--- config.mk ---
export PLATFORM = sky130hd
export DESIGN_NAME = pc_unit
export DESIGN_NICKNAME = d
export VERILOG_FILES = /design/src/rtl/pc_unit.sv
export SDC_FILE = /design/constraint.sdc
export NUM_CORES = 1
export LEC_CHECK = 0
export BUFFER_PORTS_ARGS = -buffer_cell sky130_fd_sc_hd__buf_2
export CORE_MARGIN = 10
export CORE_UTILIZATION = 50
export CTS_CLUSTER_DIAMETER = 100
export DETAILED_ROUTE_END_ITERATION = 10
export PLACE_DENSITY_LB_ADDON = 0.05
export SYNTH_ARGS = -nofsm -noshare
export SYNTH_HDL_FRONTEND = slang
export SYNTH_SLANG_ARGS = --single-unit
--- constraint.sdc ---
create_clock -name clk -period 2.7 [get_ports clk]
set_clock_uncertainty 0.2 [all_clocks]
set_input_delay 0.54 -clock clk [delete_from_list [all_inputs] [get_ports clk]]
set_output_delay 0.54 -clock clk [all_outputs]
set_load 0.1 [all_outputs]
--- src/rtl/pc_unit.sv ---
`default_nettype none
// ---------------------------------------------------------------------------
// pc_unit : fetch program counter with stall, deferred redirect, EPC capture
// Rev 1.0
// ---------------------------------------------------------------------------
module pc_unit #(
  parameter int               WIDTH        = 32,
  parameter logic [WIDTH-1:0] RESET_VECTOR = WIDTH'(32'h0000_3000),
  parameter logic [WIDTH-1:0] EXC_VECTOR   = WIDTH'(32'h0000_4180),
  parameter int               STEP         = 4
) (
  input  logic             clk,
  input  logic             reset,
  input  logic             stall,
  input  logic             br_valid,
  input  logic [WIDTH-1:0] br_target,
  input  logic             exc_req,
  input  logic             eret,
  output logic [WIDTH-1:0] pc,
  output logic [WIDTH-1:0] pc_next_seq,
  output logic [WIDTH-1:0] epc,
  output logic             pending,
  output logic             misalign
);

  localparam logic [WIDTH-1:0] STEP_W     = WIDTH'(STEP);
  localparam int               ALIGN_BITS = $clog2(STEP);

  logic [WIDTH-1:0] pc_q, pc_d;
  logic [WIDTH-1:0] epc_q, epc_d;
  logic [WIDTH-1:0] pend_target_q, pend_target_d;
  logic             pending_q, pending_d;
  logic [WIDTH-1:0] pc_inc;

  assign pc_inc = pc_q + STEP_W;

  always_comb begin
    pc_d          = pc_q;
    epc_d         = epc_q;
    pending_d     = pending_q;
    pend_target_d = pend_target_q;
    if (exc_req) begin
      pc_d      = EXC_VECTOR;
      epc_d     = pc_q;
      pending_d = 1'b0;
    end else if (eret) begin
      pc_d      = epc_q;
      pending_d = 1'b0;
    end else if (stall) begin
      // Redirects seen while stalled are parked; the newest one wins.
      if (br_valid) begin
        pend_target_d = br_target;
        pending_d     = 1'b1;
      end
    end else if (br_valid) begin
      pc_d      = br_target;
      pending_d = 1'b0;
    end else if (pending_q) begin
      pc_d      = pend_target_q;
      pending_d = 1'b0;
    end else begin
      pc_d = pc_inc;
    end
  end

  always_ff @(posedge clk) begin
    if (reset) begin
      pc_q          <= RESET_VECTOR;
      epc_q         <= '0;
      pending_q     <= 1'b0;
      pend_target_q <= '0;
    end else begin
      pc_q          <= pc_d;
      epc_q         <= epc_d;
      pending_q     <= pending_d;
      pend_target_q <= pend_target_d;
    end
  end

  assign pc          = pc_q;
  assign pc_next_seq = pc_inc;
  assign epc         = epc_q;
  assign pending     = pending_q;

  generate
    if (ALIGN_BITS == 0) begin : g_no_align
      assign misalign = 1'b0;
    end else begin : g_align
      assign misalign = |pc_q[ALIGN_BITS-1:0];
    end
  endgenerate

endmodule
`default_nettype wire

==> metrics.md <==
| Metric | Value |
|---|---|
| Post-route ant nets | 0 |
| Status | finished, violations left |
| Worst Setup Slack, final | -0.130 ns |
| Hold path startpoint | br_target[29] |
| Synth Area in Compound Gates | 0.213 |
| Grt total ovfl | 0 |
| Buf/Inv on CP | 1 |
| Core ar. | 0.00973 mm² |
| XOR/XNOR Fraction of Synth Area | 0.0422 |
| Worst Path Arrival | 2.09 ns |
| Skew-Pair Late Insertion Delay | 0.38 ns |
| Period utilization | 1.05 |
| CP Launch Type | flip-flop |
| Initial DRC count | 544 |
| Slowest stage delay, CP | 0.40 ns |
| Fin. max-slew vios | 0 |
| WS Path Type | reg -> out |
| Maximum clock rate | 353 MHz |
| CP cell instances | ha_4 > and4_4 > nand4_4 > o31a_1 > or2_4 > buf_12 |
| Relative slew slack | 0.288 |
| # DRC | 0 |
| Share of cells above drive strength 1 | 0.401 |
| R2r startpoint | pc[2]$_SDFFE_PP0P_ |
| Mapped Cells | 615 |
| Total Routing Usage GR | 0.253 |
| #FFs+latches synth | 97 |
| Gpl congestion | 0.884 |
| Number of placement rows | 36 |
| Critical-path top delay cell | dfxtp_4 |
| Initial antenna violation count | 0 |
| CP Capture Type | output pin |
| Cts hold-fix bufs | 0 |
| Required time of the critical path | 1.96 ns |
| Vias/cell | 5.95 |
| Wire per inst | 20.3 µm |
| Failing checks | negative setup slack |
| Vias in the first global route | 5352 |
| DRT Pass-1 Iters | 5 |
| Chip height | 120 µm |
| CP top delay family | simple AND/OR/NAND/NOR gates |
| Max Fanout on Critical Path | 6 |
| Post-Synth Simple-Gate Area | 0.222 |
| Synth Warn # | 0 |
| Via count | 5420 |
| Pleak | 3.21 nW |
| Unrepaired setup endpoints after global routing | yes |
| Die Span X | 120 µm |
| Max-Cap Viols | 0 |
| Cell area after layout | 0.00741 mm² |
| Final Critical Period | 2.83 ns |
| Sw Pwr | 0.00124 W |
| Primary FF master, synth | dfxtp_1 |
| Filler cell count | 720 |
| Global-route wire length before repair | 29300 µm |
| Flop pwr share | 0.438 |
| Nets@finish | 812 |
| CTS tree | built |
| Starting density of the core | 0.512 |
| # setup viols final | 14 |
| Root buf cell | clkbuf_8 |
| I/O Pins | 136 |
| Slew @ Worst Pin | 1.07 ns |
| Net Sw Frac | 0.362 |
| Avg Cell Area, Syn | 8.10 µm² |
| Largest family of logic cells by synthesized area | simple AND/OR/NAND/NOR gates |
| Clk pwr share | 0.296 |
| Layout area overhead | 48.8% |
| Hold WC Path Type | in -> reg |
| Clock Path Buffers | 2 |
| Htree depth | 3 |
| Antenna Diode Count | 0 |
| Port Buf Inserts | 135 |
| DP Area | 0.00675 mm² |
| Largest net degree at the start of global routing | 29 |
| Peak supply drop | 0.352 mV |
| Synth async-reset ratio | 0 |
| Clk pin slew, worst setup/hold paths | 0.10 ns |
| Number of enable flip-flop cells after synthesis | 0 |
| Crit path from | pc[2]$_SDFFE_PP0P_ |
| Final-report hold violation count | 0 |
| Routed WL | 18500 µm |
| Die area | 0.0144 mm² |
| Setup TNS | -0.876 ns |
| Power per cell area | 464 mW/mm² |
| Post-DP HPWL | 13300 µm |
| Synth Area in Adders | 0.00251 |
| Post-Syn Area | 0.00498 mm² |
| Sequential fraction of the synthesis area | 0.390 |
| Clk sink count | 97 |
| Mux contribution to synthesized area | 0.0746 |
| Net count after synthesis | 654 |
| Cell internal pwr | 0.00220 W |
| CTS buffer count | 9 |
| Power, Total | 0.00344 W |
| Unique masters post-synth | 58 |
| Comb pwr share | 0.266 |
==> layout by cell type (no fill, tap or decap), drive strengths merged, types with 12 or more instances in the layout <==
master  synthesis  final
a221oi         17     17
o21ai          23     23
clkbuf         46     12
mux2i          36     36
nand2          89     89
dfxtp          97     97
nor3           13     13
nand3          12     12
nor2           55     55
inv            12     14
xnor2          15     15
a21oi          55     55
nand4          12     12
buf            11    204
==> metrics by stage <==
stage               utilization  instances  worst slack, ns  hold WS, ns
finish                    0.762        911           -0.130        0.206
detailed placement        0.694        852           0.0811        0.246
CTS                       0.752        902           -0.115        0.196
floorplan                     -        615           -0.270        0.233
global route              0.762        911           -0.179        0.200
global placement          0.694        852            0.119        0.241
==> power by group through the flow <==
stage | clock, W | combinational, W | sequential [W]
2_1_floorplan | 0 | 0.000416 | 0.00176
5_1_grt | 0.00109 | 0.000958 | 0.00151
4_1_cts | 0.00102 | 0.000906 | 0.00150
3_5_place_dp | 0 | 0.000847 | 0.00156
3_3_place_gp | 0 | 0.000838 | 0.00155
6_report | 0.00102 | 0.000917 | 0.00150
==> layer usage <==
| metal | vias to the layer above | share of wire | global-route usage |
|---|---|---|---|
| met5 | - | 0 | 0 |
| met4 | 0 | 0.015 | 0.0762 |
| met3 | 30 | 0.091 | 0.0642 |
| met2 | 268 | 0.48 | 0.410 |
| met1 | 2613 | 0.42 | 0.324 |
| li1 | 2509 | - | - |
==> worst reg2reg max path: stages, from the launching register on <==
cell	delay, ns
dfxtp_4	0.40
ha_4	0.14
and4_4	0.30
buf_6	0.13
nand4_1	0.19
xnor2_4	0.26
buf_4	0.13
buf_4	0.09
a21oi_1	0.05
o31ai_1	0.18
==> flip-flops by register name (all words and copies together) (netlist names), named ones only <==
register,cells
epc,32
pc,30
pend_target_q,32
pending,1
==> logic make-up after synthesis <==
group / Yosys count
flops: 97
buf+inv: 69
simple gates: 230
fa+ha+maj: 1
xor+xnor: 24
compound gates: 157
mux: 37
==> final cells by class <==
class,instances,area (µm²),area share
flip-flops and latches,97,2040,0.276
well taps,133,166,0.0225
inverters,12,45.0,0.00608
clock inverters,4,28.8,0.00388
multi-input cells,449,3340,0.451
repair buffers,204,1600,0.216
clock buffers,12,188,0.0253
==> cell usage after synthesis, drive strengths merged (5+ instances only) <==
cell    count  area (µm²)
mux2i      36         360
a221oi     17         149
or2         8        50.1
a32o        8        80.1
nor4        5        52.6
nand2      89         334
clkbuf     46         174
o21ai      23         115
xor2        9        78.8
nor2b      10        62.6
a22oi       5        37.5
nand4      12        81.3
a21oi      55         275
and3        7        43.8
dfxtp      97        1940
xnor2      15         131
inv        12        45.0
and4        5        45.0
nand2b      8        50.1
buf        11        57.6
o31ai      11        82.6
nor3       13        70.1
nor2       55         206
nand3      12        65.1
a221o       7        70.1
==> what timing repair did <==
action | CTS | global route
resized for setup | 28 | 5
buffers inserted | 34 | 9
cloned | 0 | 0
setup endpoints to repair | 23 | 21
pin swaps | 19 | 12
==> worst paths after layout <==
kind / cells past startpoint / endpoint / slack, ns
min reg2reg: 2 / pend_target_q[30]$_SDFFE_PP0P_ / 0.26
max: 6 / pc_next_seq[22] / -0.13
max reg2reg: 9 / pc[12]$_SDFFE_PP1P_ / 0.55
min: 3 / pend_target_q[29]$_SDFFE_PP0P_ / 0.21
No activity file was read; power rests on OpenSTA's default activity.
